--- config.mk ---
export PLATFORM = sky130hd
export DESIGN_NAME = frame_dispatch_queue_flat
export DESIGN_NICKNAME = d
export VERILOG_FILES = /design/src/rtl/frame_dispatch_queue_if.sv /design/src/rtl/frame_dispatch_queue.sv /design/src/flat_wrapper.sv
export SDC_FILE = /design/constraint.sdc
export NUM_CORES = 1
export LEC_CHECK = 0
export CORE_MARGIN = 5
export CORE_UTILIZATION = 58
export CTS_BUF_LIST = sky130_fd_sc_hd__clkbuf_2 sky130_fd_sc_hd__clkbuf_4 sky130_fd_sc_hd__clkbuf_8
export DETAILED_ROUTE_END_ITERATION = 8
export PLACE_DENSITY = 0.78
export SLEW_MARGIN = 20
export SYNTH_ARGS = -nofsm -noshare
export SYNTH_HDL_FRONTEND = slang
export SYNTH_SLANG_ARGS = --single-unit
export TNS_END_PERCENT = 5
--- constraint.sdc ---
create_clock -name FPGA_CLK -period 6.95 [get_ports FPGA_CLK]
set_input_delay 1.0425 -clock FPGA_CLK [delete_from_list [all_inputs] [get_ports FPGA_CLK]]
set_output_delay 1.0425 -clock FPGA_CLK [all_outputs]
set_load 0.1 [all_outputs]
--- src/rtl/frame_dispatch_queue_if.sv ---
// Bus bundle between the frame builder / EndDevice side and frame_dispatch_queue.
// The master drives buttons, frame fields and port busy flags; the slave (the
// queue) drives the per-port transmit slices, strobes and status flags.
interface frame_dispatch_queue_if #(
  parameter int NUM_PORTS = 4,
  parameter int DEPTH     = 8,
  parameter int ADDR_W    = 4,
  parameter int PAYLOAD_W = 4
);
  localparam int FRAME_W = 4 + 2 * ADDR_W + PAYLOAD_W;
  localparam int CNT_W   = $clog2(DEPTH + 1);

  logic                         add_btn;
  logic                         send_btn;
  logic                         err_clr;
  logic [ADDR_W-1:0]            dst_addr;
  logic [ADDR_W-1:0]            src_addr;
  logic [PAYLOAD_W-1:0]         payload;
  logic [NUM_PORTS-1:0]         port_busy;
  logic [NUM_PORTS*FRAME_W-1:0] tx_frame;
  logic [NUM_PORTS-1:0]         tx_valid;
  logic                         burst_start;
  logic [CNT_W-1:0]             count;
  logic                         full;
  logic                         empty;
  logic                         dispatching;
  logic                         drop_err;

  modport master (
    output add_btn, send_btn, err_clr, dst_addr, src_addr, payload, port_busy,
    input  tx_frame, tx_valid, burst_start, count, full, empty, dispatching, drop_err
  );

  modport slave (
    input  add_btn, send_btn, err_clr, dst_addr, src_addr, payload, port_busy,
    output tx_frame, tx_valid, burst_start, count, full, empty, dispatching, drop_err
  );
endinterface

--- src/rtl/frame_dispatch_queue.sv ---
// frame_dispatch_queue: captures user-built frames into a DEPTH-entry circular
// FIFO (one per add-button press) and, on a send-button press, releases the
// frames queued at that moment one at a time to the per-port EndDevice
// transmit inputs, honouring port busy and an inter-frame gap.
// Optional build macro HOL_TIMEOUT_EN: drops a head frame whose port stays
// busy for HOL_TIMEOUT consecutive cycles instead of waiting forever.
module frame_dispatch_queue #(
  parameter int               NUM_PORTS  = 4,
  parameter int               DEPTH      = 8,
  parameter int               ADDR_W     = 4,
  parameter int               PAYLOAD_W  = 4,
  parameter logic [3:0]       SFD        = 4'b0101,
  parameter logic [ADDR_W-1:0] MAC_BASE  = 4'hA,
  parameter int               GAP_CYCLES = 20
`ifdef HOL_TIMEOUT_EN
  ,
  parameter int               HOL_TIMEOUT = 1024
`endif
) (
  input  logic                  FPGA_CLK,
  input  logic                  sys_rst,
  frame_dispatch_queue_if.slave bus
);

  localparam int FRAME_W = 4 + 2 * ADDR_W + PAYLOAD_W;
  localparam int PTR_W   = $clog2(DEPTH);
  localparam int CNT_W   = $clog2(DEPTH + 1);
  localparam int PIDX_W  = (NUM_PORTS > 1) ? $clog2(NUM_PORTS) : 1;
  localparam int GAP_W   = (GAP_CYCLES > 1) ? $clog2(GAP_CYCLES) : 1;

  localparam logic [CNT_W-1:0]  CNT_ZERO   = {CNT_W{1'b0}};
  localparam logic [CNT_W-1:0]  CNT_ONE    = CNT_W'(1);
  localparam logic [CNT_W-1:0]  CNT_FULL   = CNT_W'(DEPTH);
  localparam logic [PTR_W-1:0]  PTR_ZERO   = {PTR_W{1'b0}};
  localparam logic [PTR_W-1:0]  PTR_ONE    = PTR_W'(1);
  localparam logic [GAP_W-1:0]  GAP_ZERO   = {GAP_W{1'b0}};
  localparam logic [GAP_W-1:0]  GAP_ONE    = GAP_W'(1);
  localparam logic [GAP_W-1:0]  GAP_LAST   = GAP_W'(GAP_CYCLES - 1);
  localparam logic [ADDR_W:0]   PORT_LIMIT = (ADDR_W + 1)'(NUM_PORTS);

`ifdef HOL_TIMEOUT_EN
  localparam int HOL_W = (HOL_TIMEOUT > 1) ? $clog2(HOL_TIMEOUT) : 1;
  localparam logic [HOL_W-1:0] HOL_ZERO = {HOL_W{1'b0}};
  localparam logic [HOL_W-1:0] HOL_ONE  = HOL_W'(1);
  localparam logic [HOL_W-1:0] HOL_LAST = HOL_W'(HOL_TIMEOUT - 1);
`endif

  typedef enum logic [1:0] {
    ST_IDLE  = 2'd0,
    ST_ARM   = 2'd1,
    ST_ISSUE = 2'd2,
    ST_GAP   = 2'd3
  } state_e;

  // Registered state
  state_e                       state_q, state_d;
  logic                         add_d1_q, send_d1_q;
  logic [PTR_W-1:0]             wr_ptr_q, wr_ptr_d;
  logic [PTR_W-1:0]             rd_ptr_q, rd_ptr_d;
  logic [CNT_W-1:0]             count_q, count_d;
  logic [CNT_W-1:0]             burst_len_q, burst_len_d;
  logic [GAP_W-1:0]             gap_cnt_q, gap_cnt_d;
  logic [NUM_PORTS*FRAME_W-1:0] tx_frame_q, tx_frame_d;
  logic [NUM_PORTS-1:0]         tx_valid_q, tx_valid_d;
  logic                         burst_start_q, burst_start_d;
  logic                         drop_err_q, drop_err_d;
`ifdef HOL_TIMEOUT_EN
  logic [HOL_W-1:0]             hol_cnt_q, hol_cnt_d;
`endif

  // Queue storage: frame image plus the destination port it leaves on
  logic [FRAME_W-1:0]           mem_frame_q [DEPTH];
  logic [PIDX_W-1:0]            mem_port_q  [DEPTH];

  // Combinational helpers
  logic                         add_trig_s, send_trig_s;
  logic [ADDR_W:0]              src_off_s;
  logic                         src_valid_s;
  logic [PIDX_W-1:0]            src_idx_s;
  logic [FRAME_W-1:0]           new_frame_s;
  logic                         push_s, add_drop_s;
  logic                         pop_s, hol_drop_s;
  logic [FRAME_W-1:0]           head_frame_s;
  logic [PIDX_W-1:0]            head_port_s;
  logic                         head_busy_s;

  // One trigger per press: current level high, previous level low
  assign add_trig_s  = bus.add_btn  & ~add_d1_q;
  assign send_trig_s = bus.send_btn & ~send_d1_q;

  // Source MAC to port index; the extra MSB catches src_addr below MAC_BASE
  assign src_off_s   = {1'b0, bus.src_addr} - {1'b0, MAC_BASE};
  assign src_valid_s = ~src_off_s[ADDR_W] & (src_off_s < PORT_LIMIT);
  assign src_idx_s   = src_off_s[PIDX_W-1:0];
  assign new_frame_s = {SFD, bus.dst_addr, bus.src_addr, bus.payload};

  // Full is judged on the pre-cycle count, so a same-cycle pop cannot rescue a push
  assign push_s      = add_trig_s & src_valid_s & (count_q != CNT_FULL);
  assign add_drop_s  = add_trig_s & ~push_s;

  assign head_frame_s = mem_frame_q[rd_ptr_q];
  assign head_port_s  = mem_port_q[rd_ptr_q];
  assign head_busy_s  = bus.port_busy[head_port_s];

  // Burst controller: next state, dispatch strobes and head pop decision
  always_comb begin
    state_d       = state_q;
    burst_len_d   = burst_len_q;
    gap_cnt_d     = gap_cnt_q;
    burst_start_d = 1'b0;
    tx_valid_d    = {NUM_PORTS{1'b0}};
    tx_frame_d    = tx_frame_q;
    pop_s         = 1'b0;
    hol_drop_s    = 1'b0;
`ifdef HOL_TIMEOUT_EN
    hol_cnt_d     = HOL_ZERO;
`endif
    case (state_q)
      ST_IDLE: begin
        // The burst covers only what is queued now; later adds wait for the next send
        if (send_trig_s && (count_q != CNT_ZERO)) begin
          state_d       = ST_ARM;
          burst_start_d = 1'b1;
          burst_len_d   = count_q;
        end else begin
          state_d = ST_IDLE;
        end
      end
      ST_ARM: begin
        // One quiet cycle lets the switch clear its FIFOs and LEDs
        state_d = ST_ISSUE;
      end
      ST_ISSUE: begin
        if (!head_busy_s) begin
          tx_valid_d[head_port_s]                      = 1'b1;
          tx_frame_d[head_port_s*FRAME_W +: FRAME_W]   = head_frame_s;
          pop_s                                        = 1'b1;
        end else begin
`ifdef HOL_TIMEOUT_EN
          if (hol_cnt_q == HOL_LAST) begin
            pop_s      = 1'b1;
            hol_drop_s = 1'b1;
          end else begin
            hol_cnt_d = hol_cnt_q + HOL_ONE;
          end
`else
          state_d = ST_ISSUE;
`endif
        end
        if (pop_s) begin
          burst_len_d = burst_len_q - CNT_ONE;
          gap_cnt_d   = GAP_ZERO;
          state_d     = (burst_len_q == CNT_ONE) ? ST_IDLE : ST_GAP;
        end else begin
          state_d = ST_ISSUE;
        end
      end
      ST_GAP: begin
        if (gap_cnt_q == GAP_LAST) begin
          gap_cnt_d = GAP_ZERO;
          state_d   = ST_ISSUE;
        end else begin
          gap_cnt_d = gap_cnt_q + GAP_ONE;
          state_d   = ST_GAP;
        end
      end
      default: begin
        state_d = ST_IDLE;
      end
    endcase
  end

  // Queue pointers, occupancy and the sticky drop flag
  always_comb begin
    wr_ptr_d   = wr_ptr_q;
    rd_ptr_d   = rd_ptr_q;
    count_d    = count_q;
    drop_err_d = drop_err_q;
    if (push_s) begin
      wr_ptr_d = wr_ptr_q + PTR_ONE;
    end else begin
      wr_ptr_d = wr_ptr_q;
    end
    if (pop_s) begin
      rd_ptr_d = rd_ptr_q + PTR_ONE;
    end else begin
      rd_ptr_d = rd_ptr_q;
    end
    case ({push_s, pop_s})
      2'b10:   count_d = count_q + CNT_ONE;
      2'b01:   count_d = count_q - CNT_ONE;
      default: count_d = count_q;
    endcase
    // A drop in the same cycle as err_clr must stay visible
    if (add_drop_s || hol_drop_s) begin
      drop_err_d = 1'b1;
    end else if (bus.err_clr) begin
      drop_err_d = 1'b0;
    end else begin
      drop_err_d = drop_err_q;
    end
  end

  // Control and output registers; reset discards any burst in flight
  always_ff @(posedge FPGA_CLK or posedge sys_rst) begin
    if (sys_rst) begin
      state_q       <= ST_IDLE;
      add_d1_q      <= 1'b0;
      send_d1_q     <= 1'b0;
      wr_ptr_q      <= PTR_ZERO;
      rd_ptr_q      <= PTR_ZERO;
      count_q       <= CNT_ZERO;
      burst_len_q   <= CNT_ZERO;
      gap_cnt_q     <= GAP_ZERO;
      tx_frame_q    <= {(NUM_PORTS*FRAME_W){1'b0}};
      tx_valid_q    <= {NUM_PORTS{1'b0}};
      burst_start_q <= 1'b0;
      drop_err_q    <= 1'b0;
`ifdef HOL_TIMEOUT_EN
      hol_cnt_q     <= HOL_ZERO;
`endif
    end else begin
      state_q       <= state_d;
      add_d1_q      <= bus.add_btn;
      send_d1_q     <= bus.send_btn;
      wr_ptr_q      <= wr_ptr_d;
      rd_ptr_q      <= rd_ptr_d;
      count_q       <= count_d;
      burst_len_q   <= burst_len_d;
      gap_cnt_q     <= gap_cnt_d;
      tx_frame_q    <= tx_frame_d;
      tx_valid_q    <= tx_valid_d;
      burst_start_q <= burst_start_d;
      drop_err_q    <= drop_err_d;
`ifdef HOL_TIMEOUT_EN
      hol_cnt_q     <= hol_cnt_d;
`endif
    end
  end

  // Queue entry write on an accepted add
  always_ff @(posedge FPGA_CLK or posedge sys_rst) begin
    if (sys_rst) begin
      for (int i = 0; i < DEPTH; i++) begin
        mem_frame_q[i] <= {FRAME_W{1'b0}};
        mem_port_q[i]  <= {PIDX_W{1'b0}};
      end
    end else if (push_s) begin
      mem_frame_q[wr_ptr_q] <= new_frame_s;
      mem_port_q[wr_ptr_q]  <= src_idx_s;
    end
  end

  assign bus.tx_frame    = tx_frame_q;
  assign bus.tx_valid    = tx_valid_q;
  assign bus.burst_start = burst_start_q;
  assign bus.count       = count_q;
  assign bus.full        = (count_q == CNT_FULL);
  assign bus.empty       = (count_q == CNT_ZERO);
  assign bus.dispatching = (state_q != ST_IDLE);
  assign bus.drop_err    = drop_err_q;

endmodule

--- src/flat_wrapper.sv ---
// flat-port wrapper written by rule: the top's interface ports become plain ports
module frame_dispatch_queue_flat 
#(
  parameter int               NUM_PORTS  = 4,
  parameter int               DEPTH      = 8,
  parameter int               ADDR_W     = 4,
  parameter int               PAYLOAD_W  = 4,
  parameter logic [3:0]       SFD        = 4'b0101,
  parameter logic [ADDR_W-1:0] MAC_BASE  = 4'hA,
  parameter int               GAP_CYCLES = 20

)
  (FPGA_CLK, sys_rst, bus_add_btn, bus_send_btn, bus_err_clr, bus_dst_addr, bus_src_addr, bus_payload, bus_port_busy, bus_tx_frame, bus_tx_valid, bus_burst_start, bus_count, bus_full, bus_empty, bus_dispatching, bus_drop_err);
  frame_dispatch_queue_if #(.NUM_PORTS(NUM_PORTS), .DEPTH(DEPTH), .ADDR_W(ADDR_W), .PAYLOAD_W(PAYLOAD_W)) bus_i ();
  input  logic FPGA_CLK;
  input  logic sys_rst;
  input wire logic [$bits(bus_i.add_btn)-1:0] bus_add_btn;
  input wire logic [$bits(bus_i.send_btn)-1:0] bus_send_btn;
  input wire logic [$bits(bus_i.err_clr)-1:0] bus_err_clr;
  input wire logic [$bits(bus_i.dst_addr)-1:0] bus_dst_addr;
  input wire logic [$bits(bus_i.src_addr)-1:0] bus_src_addr;
  input wire logic [$bits(bus_i.payload)-1:0] bus_payload;
  input wire logic [$bits(bus_i.port_busy)-1:0] bus_port_busy;
  output wire logic [$bits(bus_i.tx_frame)-1:0] bus_tx_frame;
  output wire logic [$bits(bus_i.tx_valid)-1:0] bus_tx_valid;
  output wire logic [$bits(bus_i.burst_start)-1:0] bus_burst_start;
  output wire logic [$bits(bus_i.count)-1:0] bus_count;
  output wire logic [$bits(bus_i.full)-1:0] bus_full;
  output wire logic [$bits(bus_i.empty)-1:0] bus_empty;
  output wire logic [$bits(bus_i.dispatching)-1:0] bus_dispatching;
  output wire logic [$bits(bus_i.drop_err)-1:0] bus_drop_err;
  assign bus_i.add_btn = bus_add_btn;
  assign bus_i.send_btn = bus_send_btn;
  assign bus_i.err_clr = bus_err_clr;
  assign bus_i.dst_addr = bus_dst_addr;
  assign bus_i.src_addr = bus_src_addr;
  assign bus_i.payload = bus_payload;
  assign bus_i.port_busy = bus_port_busy;
  assign bus_tx_frame = bus_i.tx_frame;
  assign bus_tx_valid = bus_i.tx_valid;
  assign bus_burst_start = bus_i.burst_start;
  assign bus_count = bus_i.count;
  assign bus_full = bus_i.full;
  assign bus_empty = bus_i.empty;
  assign bus_dispatching = bus_i.dispatching;
  assign bus_drop_err = bus_i.drop_err;
  frame_dispatch_queue #(.NUM_PORTS(NUM_PORTS), .DEPTH(DEPTH), .ADDR_W(ADDR_W), .PAYLOAD_W(PAYLOAD_W), .SFD(SFD), .MAC_BASE(MAC_BASE), .GAP_CYCLES(GAP_CYCLES)) u_core (.FPGA_CLK(FPGA_CLK), .sys_rst(sys_rst), .bus(bus_i));
endmodule
==> results of run 1 <==
## worst paths after layout
check	slack [ps]	cells after the start	endpoint	startpoint
min in group asynchronous	1120	2	u_core.bus.count[1]	sys_rst
setup reg to reg	3020	14	u_core.bus.count[2]	u_core.rd_ptr_q[2]
setup / recovery	3020	14	u_core.bus.count[2]	u_core.rd_ptr_q[2]
hold / removal	470	1	u_core.mem_frame_q[62]	u_core.mem_frame_q[62]
max in group asynchronous	4510	3	u_core.mem_frame_q[85]	sys_rst
hold reg to reg	470	1	u_core.mem_frame_q[62]	u_core.mem_frame_q[62]
## metrics by stage
step	hold WS [ps]	setup WS, ps	cells	area, sq um	power, mW
after floorplan	426	652	662	8850	2.82
after global placement	445	2570	895	9740	3.10
after detailed placement	450	2390	895	9740	3.17
after CTS	472	2900	926	10100	3.88
after global routing	487	2820	926	10100	4.07
final	472	3020	926	10100	3.86
## synth_stat cells, drive strengths merged (2+ instances only)
cell | instances | area, sq um
nand2b | 14 | 87.6
nand4bb | 2 | 22.5
nand3 | 9 | 95.1
mux4 | 28 | 646
nor3b | 4 | 40.0
xor2 | 5 | 43.8
buf | 29 | 218
inv | 19 | 76.3
o31ai | 48 | 360
o221ai | 2 | 17.5
nor2 | 5 | 18.8
mux2 | 94 | 1070
nand3b | 4 | 30.0
o211ai | 2 | 15.0
nand2 | 34 | 146
ha | 15 | 188
a21oi | 2 | 10.0
xnor2 | 5 | 43.8
o22ai | 7 | 50.1
and2 | 2 | 12.5
o21ai | 64 | 324
or2 | 12 | 77.6
clkbuf | 22 | 82.6
dfrtp | 193 | 4830
or3 | 2 | 12.5
mux2i | 13 | 130
## power by group through the flow
| stage | logic (mW) | registers [mW] | clock network, mW |
|---|---|---|---|
| after detailed placement | 1.61 | 1.56 | 0 |
| after CTS | 1.61 | 1.54 | 0.733 |
| final | 1.60 | 1.54 | 0.718 |
| after global routing | 1.72 | 1.57 | 0.776 |
| after global placement | 1.56 | 1.54 | 0 |
| after floorplan | 1.04 | 1.78 | 0 |
## final cells by class
class | count | area (sq um) | share of cell area, %
sequential | 193 | 4830 | 47.7
multi-input combinational | 398 | 3650 | 36.0
clock inverter | 12 | 133 | 1.31
tap | 188 | 235 | 2.32
timing repair buffer | 96 | 943 | 9.31
inverter | 20 | 92.6 | 0.913
clock buffer | 19 | 255 | 2.52
## sequential cells by signal, summed over array words and instances, names as in the netlist
name / flops
u_core.bus.tx_frame: 52
u_core.state_q: 2
u_core.burst_len_q: 4
u_core.add_d1_q: 1
u_core.bus.count: 4
u_core.bus.burst_start: 1
u_core.bus.tx_valid: 4
u_core.send_d1_q: 1
u_core.wr_ptr_q: 3
u_core.mem_port_q: 16
u_core.bus.drop_err: 1
u_core.gap_cnt_q: 5
u_core.mem_frame_q: 96
u_core.rd_ptr_q: 3
## critical path, cell delays in order (launching register included)
cell and delay, ps:
sky130_fd_sc_hd__dfrtp_1 1040, sky130_fd_sc_hd__or2_2 250, sky130_fd_sc_hd__o22ai_2 50, sky130_fd_sc_hd__or2_4 260, sky130_fd_sc_hd__clkinv_4 90, sky130_fd_sc_hd__mux4_2 710
sky130_fd_sc_hd__nand2_8 180, sky130_fd_sc_hd__inv_4 70, sky130_fd_sc_hd__ha_1 270, sky130_fd_sc_hd__xor2_1 170, sky130_fd_sc_hd__ha_1 190, sky130_fd_sc_hd__a21oi_1 150
sky130_fd_sc_hd__xor2_1 160, sky130_fd_sc_hd__nor2_1 60, sky130_fd_sc_hd__xor2_1 130
## layer usage
metal	track usage (%)	wire length, um
met1	29.6	8120
met5	0	0
met4	7.94	381
met3	4.12	966
met2	35.2	8930
## cells by family (layout without fill, tap and decap cells)
| group | after synthesis | count (layout) |
|---|---|---|
| multiplexers | 135 | 135 |
| buffers and inverters | 71 | 147 |
| flip-flops | 193 | 193 |
| other | 1 | 8 |
| AND/OR/NAND/NOR | 95 | 95 |
| adder cells (fa/ha/maj) | 15 | 15 |
| AO/OA/AOI/OAI | 135 | 135 |
| XOR/XNOR | 10 | 10 |
==> Implementation_results.wiki, run 1 <==
{| class="wikitable"
! Metric !! Value
|-
| Overall routing resource usage || 21.7%
|-
| Clock Skews || 12.8 ps
|-
| Quantity of gates resized following cts || 0
|-
| Kind of end point of the critical path || register
|-
| Top library cells by usage in the layout, fill and taps aside || sky130_fd_sc_hd__dfrtp_1, sky130_fd_sc_hd__mux2_2, sky130_fd_sc_hd__clkdlybuf4s50_1
|-
| Number of global-route vias before repair || 5942
|-
| Overall routed net length || 18.4 mm
|-
| Clock tree sinks || 193
|-
| Max-slew headroom at the worst pin || 30.4%
|-
| Type of the worst min-delay path || register to register
|-
| Number of buffers inserted during clock tree synthesis || 17
|-
| Peak Freq || 0.255 GHz
|-
| Min Tclk post-route || 3930 ps
|-
| Power density over the cells || 381 nW/um^2
|-
| Max-cap check violation count || 0
|-
| Clk pin slew, worst setup/hold paths || 90 ps
|-
| Total of flip-flops plus latches after synthesis || 193
|-
| Switching power summed over all nets || 1.62 mW
|-
| Post-synthesis xor/xnor area fraction || 0.992%
|-
| Summed instance area of the synthesized netlist || 8830 sq um
|-
| Final Core Density || 67.2%
|-
| Site row count || 45
|-
| Layout cell share with drive strength beyond 1 || 25.6%
|-
| Core box area || 15100 sq um
|-
| Maximum number of pins on one net before global-route repair || 128
|-
| Number of DRC violations after detailed routing || 0
|-
| CTS H-tree depth || 4
|-
| Maximum root-to-sink buffer count || 2
|-
| Effective utilization at floorplan || 58.5%
|-
| Switching part of the total power || 42.0%
|-
| Simple logic cell fraction of the synthesized area || 6.85%
|-
| Leakage || 4.62 nW
|-
| Largest fanout on the critical path || 18
|-
| Arithmetic-cell share of the synthesized area counting full adders, half adders and majority gates || 2.13%
|-
| Gpl congestion || 0.757
|-
| Initial DRC count || 422
|-
| Clock latency at the later pin of the worst-skew pair || 460 ps
|-
| Routed via count divided by cell count || 6.07
|-
| Setup-failing EPs final || 0
|-
| CTS Root Buffer Type || sky130_fd_sc_hd__clkbuf_8
|-
| Chip Height || 133 um
|-
| Synth Flop Type || sky130_fd_sc_hd__dfrtp_1
|-
| Vias after detailed routing || 5618
|-
| Largest family of logic cells by synthesized area || multiplexers
|-
| Diode count || 0
|-
| Critical Path Source Type || register
|-
| Period utilization || 56.5%
|-
| Clock tree from TritonCTS || done
|-
| Count of input and output buffers || 89
|-
| Filler instances || 1054
|-
| Peak VDD IR || 0.000186 V
|-
| Setup TNS || 0 ps
|-
| Initial antenna violation count || 0
|-
| Hold buffer count at cts || 0
|-
| Die X-Extent || 133 um
|-
| Post-CTS setup buffer count || 0
|-
| Routed wire length per instance || 19.9 um
|-
| Global-route wire length before repair || 30.8 mm
|-
| Category of the critical setup timing path || register to register
|-
| Warning count from the yosys run || 0
|-
| Actual transition at the worst max-transition pin || 1040 ps
|-
| Number of hold-slack violations in the final timing report || 0
|-
| Part of the power in registers || 40.0%
|-
| Placed wire-length estimate || 12.4 mm
|-
| First drt pass iteration count || 5
|-
| Combinational share of power || 41.4%
|-
| Area of the die || 17800 sq um
|-
| Number of synthesized flops with an enable pin || 0
|-
| Number of unique standard cell types used by synthesis || 60
|-
| Post-synthesis compound-gate area fraction || 10.0%
|-
| Synth Area per Inst || 13.5 sq um
|-
| Proportion of register bits with asynchronous set or reset after synthesis || 100%
|-
| Worst path arrival time || 4270 ps
|-
| Global route overflow || 0
|-
| Sequential cell area fraction in the yosys report || 54.7%
|-
| Layout Nets || 762
|-
| Run status || completed
|-
| Pint || 2.24 mW
|-
| Data required time of the worst path || 7290 ps
|-
| Max-slew violations || 0
|-
| Most common library cell in the layout ignoring fill and taps || sky130_fd_sc_hd__dfrtp_1
|-
| Part of the power in the clock network || 18.6%
|-
| Mapped Cells || 655
|-
| RSZ-0062 raised after global routing || no
|-
| Top-level I/O count || 98
|-
| Multiplexer fraction of the synthesized cell area || 20.9%
|-
| Count of nets left with antenna violations after detail routing || 0
|-
| Growth of design area from synthesis to finish || 14.8%
|}
Power figures use the tool's default switching activity.
==> run 2: changes to the inputs <==
==> constraint.sdc (replaced) <==
create_clock -name FPGA_CLK -period 4.1 [get_ports FPGA_CLK]
set_input_delay 0.615 -clock FPGA_CLK [delete_from_list [all_inputs] [get_ports FPGA_CLK]]
set_output_delay 0.615 -clock FPGA_CLK [all_outputs]
set_load 0.1 [all_outputs]
==> run 2 against run 1 <==
  * Die area is the same
  * Cell count grew 1.1%
  * Via count is essentially flat
  * Critical path type unchanged
==> Implementation_results.wiki, run 2 (synthesis results as in run 1) <==
{| class="wikitable"
! Metric !! Value
|-
| Minimum setup slack after placement || 406 ps (-1980 ps)
|-
| Number of buffers inserted during clock tree synthesis || 17 (unchanged)
|-
| FF-to-FF path depth || 14 (unchanged)
|-
| Diode count || 0 (unchanged)
|-
| Peak Freq || 0.269 GHz (+5.8%)
|-
| Layout cell share with drive strength beyond 1 || 26.6% (+0.99 points)
|-
| Critical-path cell list || mux2_2 > o22ai_1 > or2_4 > clkinv_4 > mux4_2 > nand2_8 > inv_4 > ha_1 > xor2_1 > ha_1 > a21oi_1 > xor2_1 > nor2_1 > xor2_1
|-
| Chip Height || 133 um (unchanged)
|-
| Maximum number of pins on one net before global-route repair || 78 (-39%)
|-
| Flip-flop count of the largest register after layout || 96 (unchanged)
|-
| Max-slew headroom at the worst pin || 32.9% (+2.5 points)
|-
| Vias after detailed routing || 5620 (+0.036%)
|-
| Filler instances || 1077 (+2.2%)
|-
| Data required time of the worst path || 4450 ps (-2840 ps)
|-
| Placed wire-length estimate || 13.1 mm (+5.4%)
|-
| Family with the most delay on the worst path || multiplexers
|-
| Clk pin slew, worst setup/hold paths || 90 ps (about the same)
|-
| Uppermost metal layer occupied by signal nets || met4
|-
| Hold buffer count at cts || 0 (unchanged)
|-
| Count of non-filler cells in the finished layout || 936 (+1.1%)
|-
| Largest incremental delay on the critical path || 720 ps (-320 ps)
|-
| Initial DRC count || 406 (-3.8%)
|-
| RSZ-0062 raised after global routing || no
|-
| Overall routed net length || 19.0 mm (+3.5%)
|-
| Growth of design area from synthesis to finish || 15.6%
|-
| Number of buffer and inverter stages on the critical path || 2 (unchanged)
|-
| Setup TNS || 0 ps (unchanged)
|-
| Setup-failing EPs final || 0 (unchanged)
|-
| Area of the die || 17800 sq um (unchanged)
|-
| Type of the worst min-delay path || input pin to asynchronous set/reset pin
|-
| Routed met3 length || 878 um (-9.1%)
|-
| Gpl congestion || 0.789 (+4.2%)
|-
| Area of all placed cells without fillers || 10200 sq um (+0.65%)
|-
| CTS Root Buffer Type || sky130_fd_sc_hd__clkbuf_8
|-
| Power density over the cells || 638 nW/um^2 (+67%)
|-
| Critical register-to-register path startpoint || u_core.rd_ptr_q[0]
|-
| Top library cells by usage in the layout, fill and taps aside || sky130_fd_sc_hd__dfrtp_1, sky130_fd_sc_hd__mux2_2, sky130_fd_sc_hd__clkdlybuf4s50_1
|-
| Register containing the most flip-flops in the final layout || u_core.mem_frame_q
|-
| Final Core Density || 67.6% (+0.44 points)
|-
| Initial antenna violation count || 0 (unchanged)
|-
| Effective utilization at floorplan || 58.5% (unchanged)
|-
| Count of input and output buffers || 89 (unchanged)
|-
| Top-level I/O count || 98 (unchanged)
|-
| Cell area after placement || 9820 sq um (+0.86%)
|-
| Detailed route wirelength on metal2 || 9.48 mm (+6.2%)
|-
| Worst path arrival time || 4060 ps (-210 ps)
|-
| Count of nets left with antenna violations after detail routing || 0 (unchanged)
|-
| Crit path top cell by count || sky130_fd_sc_hd__xor2_1
|-
| Clock Skews || 18.4 ps (+5.65 ps)
|-
| Core box area || 15100 sq um (unchanged)
|-
| Quantity of gates resized following cts || 0 (unchanged)
|-
| Min Tclk post-route || 3710 ps (-214 ps)
|-
| Clock tree from TritonCTS || done
|-
| Critical Path Source Type || register
|-
| Actual transition at the worst max-transition pin || 1000 ps (-40.8 ps)
|-
| First drt pass iteration count || 5 (unchanged)
|-
| Setup WS post-layout || 389 ps (-2640 ps)
|-
| Peak VDD IR || 0.000306 V (+64%)
|-
| Run status || completed
|-
| Number of global-route vias before repair || 5909 (-0.56%)
|-
| Total power consumption of the routed design || 6.51 mW (+68%)
|-
| Routed via count divided by cell count || 6.00 (-1.0%)
|-
| Number of DRC violations after detailed routing || 0 (unchanged)
|-
| Clock latency at the later pin of the worst-skew pair || 470 ps (about the same)
|-
| Leakage || 4.65 nW (+0.70%)
|-
| Maximum root-to-sink buffer count || 2 (unchanged)
|-
| Max-slew violations || 0 (unchanged)
|-
| Clock tree sinks || 193 (unchanged)
|-
| Kind of end point of the critical path || register
|-
| Worst setup slack for register-to-register paths || 390 ps (-2640 ps)
|-
| Smallest hold slack || 449 ps (-23.0 ps)
|-
| Total routed wire length on the met1 layer || 8.43 mm (+3.8%)
|-
| Global-route wire length before repair || 31.5 mm (+2.3%)
|-
| Most common library cell in the layout ignoring fill and taps || sky130_fd_sc_hd__dfrtp_1
|-
| CTS H-tree depth || 4 (unchanged)
|-
| Max-cap check violation count || 0 (unchanged)
|-
| Global route overflow || 0 (unchanged)
|-
| Cell with the largest stage delay on the worst path || sky130_fd_sc_hd__dfrtp_2
|-
| Site row count || 45 (unchanged)
|-
| Layout Nets || 771 (+1.2%)
|-
| Routed wire length per instance || 20.3 um (+2.4%)
|-
| Overall routing resource usage || 22.4% (+0.67 points)
|-
| End of the worst register-to-register path || u_core.bus.count[2]
|-
| Number of hold-slack violations in the final timing report || 0 (unchanged)
|-
| Placed instance count || 903 (+0.89%)
|-
| Largest fanout on the critical path || 17 (-1)
|-
| Post-CTS setup buffer count || 0 (unchanged)
|-
| Category of the critical setup timing path || register to register
|-
| Die X-Extent || 133 um (unchanged)
|-
| Period utilization || 90.5% (+34 points)
|}
==> run 2: changes by cell type in the layout (fill, tap and decap cells not counted), sizes merged <==
cell / delta
clkinv: +1
inv: +1
bufinv: -2
clkinvlp: +1
buf: +9
==> run 2: worst max path at each step <==
stage	from	endpoint	cells after the start
global route	u_core.rd_ptr_q[0]	u_core.bus.count[2]	14
detailed placement	u_core.rd_ptr_q[0]	u_core.bus.count[2]	14
CTS	u_core.rd_ptr_q[0]	u_core.bus.count[2]	14
finish	u_core.rd_ptr_q[0]	u_core.bus.count[2]	14
global placement	u_core.rd_ptr_q[0]	u_core.bus.count[2]	14
floorplan	u_core.bus.count[1]	u_core.burst_len_q[3]	6
==> run 2: final cells by class <==
cell class,instances,area [sq um],area share (%)
Tap cell,188,235,2.31
Multi-Input combinational cell,398,3640,35.7
Clock buffer,19,255,2.50
Sequential cell,193,4830,47.4
Inverter,20,88.8,0.871
Timing Repair Buffer,105,1050,10.3
Clock inverter,13,104,1.02
==> run 2: worst register-to-register path, cell delays in order (launching register included) <==
cell,delay (ps)
sky130_fd_sc_hd__dfrtp_2,720
sky130_fd_sc_hd__mux2_2,400
sky130_fd_sc_hd__o22ai_1,170
sky130_fd_sc_hd__or2_4,180
sky130_fd_sc_hd__clkinv_4,90
sky130_fd_sc_hd__mux4_2,640
sky130_fd_sc_hd__nand2_8,190
sky130_fd_sc_hd__inv_4,70
sky130_fd_sc_hd__ha_1,270
sky130_fd_sc_hd__xor2_1,170
sky130_fd_sc_hd__ha_1,190
sky130_fd_sc_hd__a21oi_1,150
sky130_fd_sc_hd__xor2_1,150
sky130_fd_sc_hd__nor2_1,60
sky130_fd_sc_hd__xor2_1,140
==> run 2: report_power, final <==
part,internal (mW),switching [mW],total [mW]
logic,0.970,1.76,2.73
clock network,0.453,0.690,1.14
registers,2.28,0.352,2.64
total,3.71,2.80,6.51
==> run 2: per-layer routing <==
metal,up-vias,track usage [%]
met3,25,4.53
met4,0,6.23
met5,-,0
li1,2542,-
met2,151,37.8
met1,2902,29.8
